[config.mk]
export PLATFORM = sky130hd
export DESIGN_NAME = if_stage
export DESIGN_NICKNAME = d
export VERILOG_FILES = /design/src/rtl/if_stage.sv
export SDC_FILE = /design/constraint.sdc
export NUM_CORES = 1
export LEC_CHECK = 0
export CORE_ASPECT_RATIO = 0.5
export CORE_MARGIN = 2
export CORE_UTILIZATION = 43
export DETAILED_ROUTE_END_ITERATION = 10
export PLACE_DENSITY = 0.67
export SYNTH_ARGS = -nofsm -noshare
export SYNTH_HDL_FRONTEND = slang
export SYNTH_SLANG_ARGS = --single-unit
[constraint.sdc]
create_clock -name clk -period 6.7 [get_ports clk]
set_clock_uncertainty 0.05 [all_clocks]
set_input_delay 1.005 -clock clk [delete_from_list [all_inputs] [get_ports clk]]
set_output_delay 1.005 -clock clk [all_outputs]
set_load 0.1 [all_outputs]
[src/rtl/if_stage.sv]
// Instruction-fetch stage: issues requests to instruction memory, buffers a
// word that returns while the ID register is frozen, and handles redirects
// (including redirects that land while a request is still in flight).
module if_stage #(
  parameter int                    WORD_WIDTH = 32,
  parameter logic [WORD_WIDTH-1:0] RESET_PC   = '0
) (
  input  logic                  clk,
  input  logic                  rst,
  input  logic                  freeze,
  input  logic                  branch_taken,
  input  logic [WORD_WIDTH-1:0] branch_addr,
  output logic                  imem_req,
  output logic [WORD_WIDTH-1:0] imem_addr,
  input  logic [WORD_WIDTH-1:0] imem_rdata,
  input  logic                  imem_ready,
  output logic [WORD_WIDTH-1:0] pc,
  output logic [WORD_WIDTH-1:0] instruction,
  output logic                  valid
);

  typedef enum logic [1:0] {
    S_REQ,      // ready to issue (or issuing) a new request
    S_WAIT,     // request issued, memory has not answered yet
    S_HOLD,     // word returned while frozen, parked in pending
    S_DISCARD   // redirect arrived mid-request; drop the answer when it comes
  } state_e;

  state_e                state_q, state_d;
  logic [WORD_WIDTH-1:0] fetch_pc_q, fetch_pc_d;
  logic [WORD_WIDTH-1:0] redirect_pc_q, redirect_pc_d;
  logic [WORD_WIDTH-1:0] pending_q, pending_d;
  logic [WORD_WIDTH-1:0] pc_q, pc_d;
  logic [WORD_WIDTH-1:0] instruction_q, instruction_d;
  logic                  valid_q, valid_d;

  logic                  req_int;
  logic                  deliver;
  logic [WORD_WIDTH-1:0] deliver_word;
  logic                  keep_outstanding;
  logic [WORD_WIDTH-1:0] branch_target;
  logic [WORD_WIDTH-1:0] next_pc;

  // Branch targets are word aligned: the two low address bits are cleared.
  assign branch_target = branch_addr & ~WORD_WIDTH'(3);
  assign next_pc       = fetch_pc_q + WORD_WIDTH'(4);

  // A request is on the bus when issuing in S_REQ or while one is in flight.
  always_comb begin
    unique case (state_q)
      S_REQ:     req_int = ~freeze;
      S_WAIT:    req_int = 1'b1;
      S_DISCARD: req_int = 1'b1;
      default:   req_int = 1'b0;
    endcase
  end

  // The reset term forces the request low immediately, ahead of any clock.
  assign imem_req    = req_int & ~rst;
  assign imem_addr   = fetch_pc_q;
  assign pc          = pc_q;
  assign instruction = instruction_q;
  assign valid       = valid_q;

  // A branch that arrives while a request is still unanswered must wait for
  // that answer (the address has to stay stable), so it is parked in
  // redirect_pc and the stale word is thrown away in S_DISCARD.
  assign keep_outstanding = ~imem_ready &
                            ((state_q == S_REQ && req_int) ||
                             state_q == S_WAIT || state_q == S_DISCARD);

  // Next-state, delivery and redirect decisions for the whole stage.
  always_comb begin
    // NOTE: every signal written here gets a default first, so no path
    // leaves one unassigned and no latch is inferred.
    state_d       = state_q;
    fetch_pc_d    = fetch_pc_q;
    redirect_pc_d = redirect_pc_q;
    pending_d     = pending_q;
    pc_d          = pc_q;
    instruction_d = instruction_q;
    valid_d       = freeze ? valid_q : 1'b0;
    deliver       = 1'b0;
    deliver_word  = imem_rdata;

    unique case (state_q)
      S_REQ: begin
        if (!freeze) begin
          if (imem_ready) deliver = 1'b1;
          else            state_d = S_WAIT;
        end
      end
      S_WAIT: begin
        if (imem_ready) begin
          if (!freeze) begin
            deliver = 1'b1;
            state_d = S_REQ;
          end else begin
            pending_d = imem_rdata;
            state_d   = S_HOLD;
          end
        end
      end
      S_HOLD: begin
        if (!freeze) begin
          deliver      = 1'b1;
          deliver_word = pending_q;
          state_d      = S_REQ;
        end
      end
      S_DISCARD: begin
        if (imem_ready) begin
          fetch_pc_d = redirect_pc_q;
          state_d    = S_REQ;
        end
      end
      default: state_d = S_REQ;
    endcase

    if (deliver) begin
      pc_d          = next_pc;
      instruction_d = deliver_word;
      valid_d       = 1'b1;
      fetch_pc_d    = next_pc;
    end

    // A redirect overrides freeze and any delivery decided above.
    if (branch_taken) begin
      valid_d       = 1'b0;
      instruction_d = '0;
      pending_d     = '0;
      pc_d          = pc_q;
      if (keep_outstanding) begin
        redirect_pc_d = branch_target;
        fetch_pc_d    = fetch_pc_q;
        state_d       = S_DISCARD;
      end else begin
        fetch_pc_d = branch_target;
        state_d    = S_REQ;
      end
    end
  end

  // State and output registers with asynchronous active-high reset.
  always_ff @(posedge clk or posedge rst) begin
    // NOTE: sequential state uses non-blocking assignments so every flop
    // samples pre-edge values regardless of statement order.
    if (rst) begin
      state_q       <= S_REQ;
      fetch_pc_q    <= RESET_PC;
      redirect_pc_q <= '0;
      pending_q     <= '0;
      pc_q          <= '0;
      instruction_q <= '0;
      valid_q       <= 1'b0;
    end else begin
      state_q       <= state_d;
      fetch_pc_q    <= fetch_pc_d;
      redirect_pc_q <= redirect_pc_d;
      pending_q     <= pending_d;
      pc_q          <= pc_d;
      instruction_q <= instruction_d;
      valid_q       <= valid_d;
    end
  end

endmodule

; ---- Word level (Yosys, flattened, before mapping)
; Index checks and enable logic that the tools add are counted.
; Widths: inputs -> output; s select.
[word_totals]
word_cells = 69
inputBits = 69
output_inout_bits = 98
ff_bits = 161
[op_classes]
mux = 30
bitwise = 6
reduce_logical = 15
add_sub_neg = 1
eq_ne = 10
[op_table]
columns = operator, count
row1 = $mux 32, 12
row2 = $add 32x3->32 const B, 1
row3 = $mux 2, 8
row4 = $ne 3x3->1 const B, 5
row5 = $pmux 2 s4, 1
row6 = $mux 1, 7
row7 = $reduce_and 2->1, 3
row8 = $reduce_bool 2->1, 3
row9 = $reduce_bool 3->1, 2
row10 = $reduce_and 5->1, 1
row11 = $eq 2x2->1 const B, 2
row12 = $not 1->1, 4
row13 = $ne 3x1->1 const B, 1
row14 = $pmux 1 s3, 1
row15 = $reduce_and 3->1, 1
row16 = $and 1x1->1, 2
row17 = $eq 2x1->1 const B, 1
row18 = $logic_not 2->1, 1
row19 = $logic_or 1x1->1, 2
row20 = $ne 2x2->1 const B, 1
row21 = $pmux 1 s2, 1
row22 = $reduce_or 2->1, 1
row23 = $logic_and 1x1->1, 1

; ---- Logic depth before layout (Yosys ltp)
[depth]
depth_word = 9
depth_mapped = 8

; ---- Worst setup path after synthesis
; No wires, ideal clock.
[synth_path]
path_kind = input-to-output
start = input port freeze
end = output port imem_req
n_path_buf = 0
arrival_time_ps = 2466
cell_stages = 2
required_ps = 5645
setup_slack_ps = 3179
cell_sequence = o21ba_2 -> nor2_1
[synth_via]
elab_chain_cells = 3
[synth_lines]
columns = item, line_no
row1 = from (decl), 10  ; input logic freeze,
row2 = $not 1->1, 51  ; S_REQ: req_int = ~freeze;
row3 = $pmux 1 s2, 50  ; unique case (state_q)
row4 = $and 1x1->1, 59  ; assign imem_req = req_int & ~rst;
row5 = to (decl), 13  ; output logic imem_req,
; Every way passes these cells.

; ---- Final worst setup path
; Ends and elaborated chain as after synthesis.

==> impl_metrics.prom <==
# TYPE chip_impl_metric gauge
chip_impl_metric{name="yosysWarnings",unit=""} 0
chip_impl_metric{name="maxSlewViolCount",unit=""} 0
chip_impl_info{name="critical_path.startpoint_type",value="input port"} 1
chip_impl_metric{name="final_setup_vio_count",unit=""} 0
chip_impl_metric{name="drt_wl_total",unit="um"} 19770
chip_impl_metric{name="num_antenna_cells",unit=""} 0
chip_impl_metric{name="power.density",unit="mW/mm^2"} 396.2
chip_impl_metric{name="drc",unit=""} 0
chip_impl_metric{name="grt_start_max_net_pins",unit=""} 101
chip_impl_info{name="worst_setup_path_end_kind",value="output port"} 1
chip_impl_metric{name="initial_utilization",unit=""} 0.4460
chip_impl_metric{name="wire_per_inst",unit="um"} 18.22
chip_impl_metric{name="crit_fanout",unit=""} 8
chip_impl_metric{name="max_slew_margin",unit=""} 0.2251
chip_impl_metric{name="post-route-cell-area",unit="sq mm"} 0.009753
chip_impl_info{name="crit_path_cell_trace",value="clkdlybuf4s50_1 -> o21ba_2 -> nor2_1 -> clkdlybuf4s50_1"} 1
chip_impl_metric{name="postCtsSetupRepairBufs",unit=""} 0
chip_impl_metric{name="max_cap_viol_count",unit=""} 0
chip_impl_metric{name="ys_seq_elements",unit=""} 157
chip_impl_metric{name="totalPowerFinal",unit="mW"} 3.864
chip_impl_metric{name="grt_first_pass_wirelength",unit="um"} 31780
chip_impl_info{name="timing.critical_path.mode_cell",value="sky130_fd_sc_hd__clkdlybuf4s50_1"} 1
chip_impl_metric{name="power_switching_share",unit=""} 0.4558
chip_impl_metric{name="cp_data_required_time",unit="ns"} 5.64
chip_impl_metric{name="pwr-share-comb",unit=""} 0.413
chip_impl_metric{name="power_frac_seq",unit=""} 0.330
chip_impl_metric{name="internal_power",unit="mW"} 2.103
chip_impl_metric{name="clk_pin_slew",unit="ns"} 0.07
chip_impl_metric{name="setup_tns",unit="ns"} 0
chip_impl_metric{name="finish.utilization",unit=""} 0.5876
chip_impl_metric{name="synthToLayoutAreaGrowth",unit="%"} 31.76
chip_impl_metric{name="fp.dieArea",unit="sq mm"} 0.01834
chip_impl_metric{name="clock_latency",unit="ns"} 0.42
chip_impl_metric{name="placedInstanceArea",unit="sq mm"} 0.009158
chip_impl_metric{name="num_rows",unit=""} 33
chip_impl_info{name="holdCritPathClass",value="register to register"} 1
chip_impl_metric{name="die_height",unit="um"} 96.78
chip_impl_metric{name="final_hold_viol_count",unit=""} 0
chip_impl_metric{name="timing.critical_path.buf_inv",unit=""} 2
chip_impl_metric{name="ioPinCount",unit=""} 167
chip_impl_info{name="cpMaxStageDelayCell",value="sky130_fd_sc_hd__clkdlybuf4s50_1"} 1
chip_impl_metric{name="die_width",unit="um"} 189.6
chip_impl_metric{name="core_area",unit="sq mm"} 0.01660
chip_impl_metric{name="htreeDepth",unit=""} 4
chip_impl_metric{name="clockBufferDepth",unit=""} 2
chip_impl_metric{name="number_of_sinks_on_the_clock_net",unit=""} 157
chip_impl_metric{name="rd_place_congestion",unit=""} 0.8285
chip_impl_metric{name="layout_worst_path_cycle_share",unit=""} 0.6252
chip_impl_metric{name="synth.distinct_cells",unit=""} 49
chip_impl_info{name="cts_root_buf",value="sky130_fd_sc_hd__clkbuf_16"} 1
chip_impl_metric{name="final_period_minus_worst_setup_slack",unit="ns"} 4.189
chip_impl_metric{name="num-nets-final",unit=""} 916
chip_impl_metric{name="clkPwrFrac",unit=""} 0.257
chip_impl_metric{name="net_sw_power",unit="mW"} 1.762
chip_impl_metric{name="grt_remaining_overflow",unit=""} 0
chip_impl_metric{name="async_reset_ff_frac",unit=""} 1.000
chip_impl_metric{name="synth-edff-count",unit=""} 0
chip_impl_metric{name="detailedPlace.worstSlack",unit="ns"} 2.492
chip_impl_info{name="unrepaired_setup_endpoints_after_global_routing",value="false"} 1
chip_impl_metric{name="worst_pin_slew",unit="ns"} 1.161
chip_impl_metric{name="fillers",unit=""} 1447
chip_impl_metric{name="gr_util_all_layers",unit=""} 0.2199
chip_impl_metric{name="drtAntennaViolNets",unit=""} 0
chip_impl_metric{name="route.detailed.vias_per_inst",unit=""} 5.540
chip_impl_metric{name="arr_time_crit_path",unit="ns"} 3.13
chip_impl_metric{name="crit_path_max_incr_delay",unit="ns"} 1.13
chip_impl_metric{name="total_cts_buffers",unit=""} 17
chip_impl_metric{name="cts_repair_resize_count",unit=""} 0
chip_impl_metric{name="seq_area_frac_synth",unit=""} 0.5308
chip_impl_metric{name="place.port_buffers",unit=""} 160
chip_impl_metric{name="holdBufCountCts",unit=""} 0
chip_impl_metric{name="setup_ws",unit="ns"} 2.511
chip_impl_metric{name="timing.hold.ws",unit="ns"} 0.4260
chip_impl_info{name="criticalPathCategory",value="input port to output port"} 1
chip_impl_metric{name="detailedRoute.firstIterationViolations",unit=""} 480
chip_impl_metric{name="placedCellCount",unit=""} 1054
chip_impl_metric{name="grt_antenna_before_repair",unit=""} 0
chip_impl_metric{name="finalNonFillerCells",unit=""} 1085
chip_impl_info{name="tritoncts",value="done"} 1
chip_impl_metric{name="vias_in_the_first_global_route",unit=""} 5878
chip_impl_metric{name="drive_gt1_frac",unit=""} 0.09441
chip_impl_metric{name="detail_route.first_pass.iterations",unit=""} 5
chip_impl_metric{name="hpwl",unit="um"} 12650
chip_impl_info{name="run_status",value="finished, final reports clean"} 1
chip_impl_metric{name="achievable-frequency",unit="MHz"} 238.7
chip_impl_info{name="cp_top_family",value="buffers and inverters"} 1
chip_impl_metric{name="total_leakage_power",unit="nW"} 4.066
chip_impl_metric{name="detailroute.via_count",unit=""} 6011
chip_impl_metric{name="post_synth.cell_area_avg",unit="sq um"} 10.37
chip_impl_info{name="synth_ff_type",value="sky130_fd_sc_hd__dfrtp_1"} 1
chip_impl_metric{name="synth.cell_area",unit="sq mm"} 0.007402
chip_impl_metric{name="vdd.ir_drop.worst",unit="V"} 0.0002336
chip_impl_metric{name="syn_inst",unit=""} 714
[path summary, 6_finish.rpt]
kind | slack, ns | depth (start not counted) | startpoint | end
setup / recovery | 2.51 | 4 | freeze | imem_req
hold reg to reg | 0.43 | 1 | pc[6] | pc[6]
max in group asynchronous | 4.15 | 3 | rst | state_q[0]
hold / removal | 0.43 | 1 | pc[6] | pc[6]
min in group asynchronous | 1.14 | 2 | rst | instruction[28]
setup reg to reg | 3.74 | 6 | imem_addr[2] | imem_addr[22]
[synth_stat cells, types with 5 or more instances]
library cell	n	area, sq um
sky130_fd_sc_hd__xor2_1	10	87.58
sky130_fd_sc_hd__o21ai_0	41	205.2
sky130_fd_sc_hd__nor4_1	5	31.28
sky130_fd_sc_hd__o22ai_1	8	50.05
sky130_fd_sc_hd__inv_1	6	22.52
sky130_fd_sc_hd__mux2i_1	32	320.3
sky130_fd_sc_hd__xnor2_1	13	113.9
sky130_fd_sc_hd__clkbuf_1	45	168.9
sky130_fd_sc_hd__buf_1	5	18.77
sky130_fd_sc_hd__or4_1	5	37.54
sky130_fd_sc_hd__and2_1	5	31.28
sky130_fd_sc_hd__nor2_1	64	240.2
sky130_fd_sc_hd__a22o_1	34	297.8
sky130_fd_sc_hd__and3_1	27	168.9
sky130_fd_sc_hd__nand4_1	8	50.05
sky130_fd_sc_hd__a31oi_1	5	31.28
sky130_fd_sc_hd__mux2_2	31	349.1
sky130_fd_sc_hd__dfrtp_1	157	3929
sky130_fd_sc_hd__a21oi_1	21	105.1
sky130_fd_sc_hd__buf_2	6	30.03
sky130_fd_sc_hd__a211oi_1	42	315.3
sky130_fd_sc_hd__nand3_1	26	130.1
sky130_fd_sc_hd__nor3_1	5	25.02
sky130_fd_sc_hd__nand2_1	63	236.5
[routing by layer]
layer / global-route usage / routed length [um]
met1: 0.3329 / 9711
met2: 0.3221 / 8782
met3: 0.04064 / 1061
met4: 0.06082 / 218
met5: 0 / 0
[cell usage in the layout, fill, tap and decap left out, types with 20 or more instances in the layout]
cell,Yosys,routed
sky130_fd_sc_hd__clkdlybuf4s50_1,0,159
sky130_fd_sc_hd__dfrtp_1,157,157
sky130_fd_sc_hd__nor2_1,64,64
sky130_fd_sc_hd__nand2_1,63,63
sky130_fd_sc_hd__a211oi_1,42,42
sky130_fd_sc_hd__o21ai_0,41,41
sky130_fd_sc_hd__a22o_1,34,34
sky130_fd_sc_hd__mux2i_1,32,32
sky130_fd_sc_hd__mux2_2,31,31
sky130_fd_sc_hd__and3_1,27,27
sky130_fd_sc_hd__nand3_1,26,26
sky130_fd_sc_hd__a21oi_1,21,20
[cells by family (layout without fill, tap and decap cells)]
| kind of cell | after synthesis | count (layout) | share of synthesized area |
|---|---|---|---|
| mux | 63 | 63 | 0.09043 |
| simple gates | 223 | 223 | 0.1444 |
| compound gates | 179 | 179 | 0.1679 |
| flops | 157 | 157 | 0.5308 |
| xor+xnor | 23 | 23 | 0.02721 |
| fa+ha+maj | 1 | 1 | 0.001690 |
| other cells | 1 | 4 | 0.0005066 |
| buf+inv | 67 | 208 | 0.03719 |
[power groups by stage]
stage          registers (mW)  clock network [mW]  logic [mW]
4_1_cts                  1.27                1.01        1.60
6_report                 1.27               0.994        1.60
2_1_floorplan            2.12                   0       0.353
5_1_grt                  1.30                1.05        1.66
3_5_place_dp             1.29                   0        1.60
3_3_place_gp             1.28                   0        1.59
[state kept, by name, indices dropped and copies added (netlist names)]
signal         cells
pc                30
state_q            2
redirect_pc_q     30
valid              1
instruction       32
imem_addr         30
pending_q         32
[area by class of cell]
class,instances,area (sq um),area share
sequential,157,3929,0.4028
multi-input combinational,493,3238,0.3320
timing repair buffer,171,1679,0.1722
clock buffer,18,429.2,0.04400
tap,227,284.0,0.02912
clock inverter,13,166.4,0.01706
inverter,6,27.53,0.002822
Note: power is estimated with default switching activity, not from simulation.
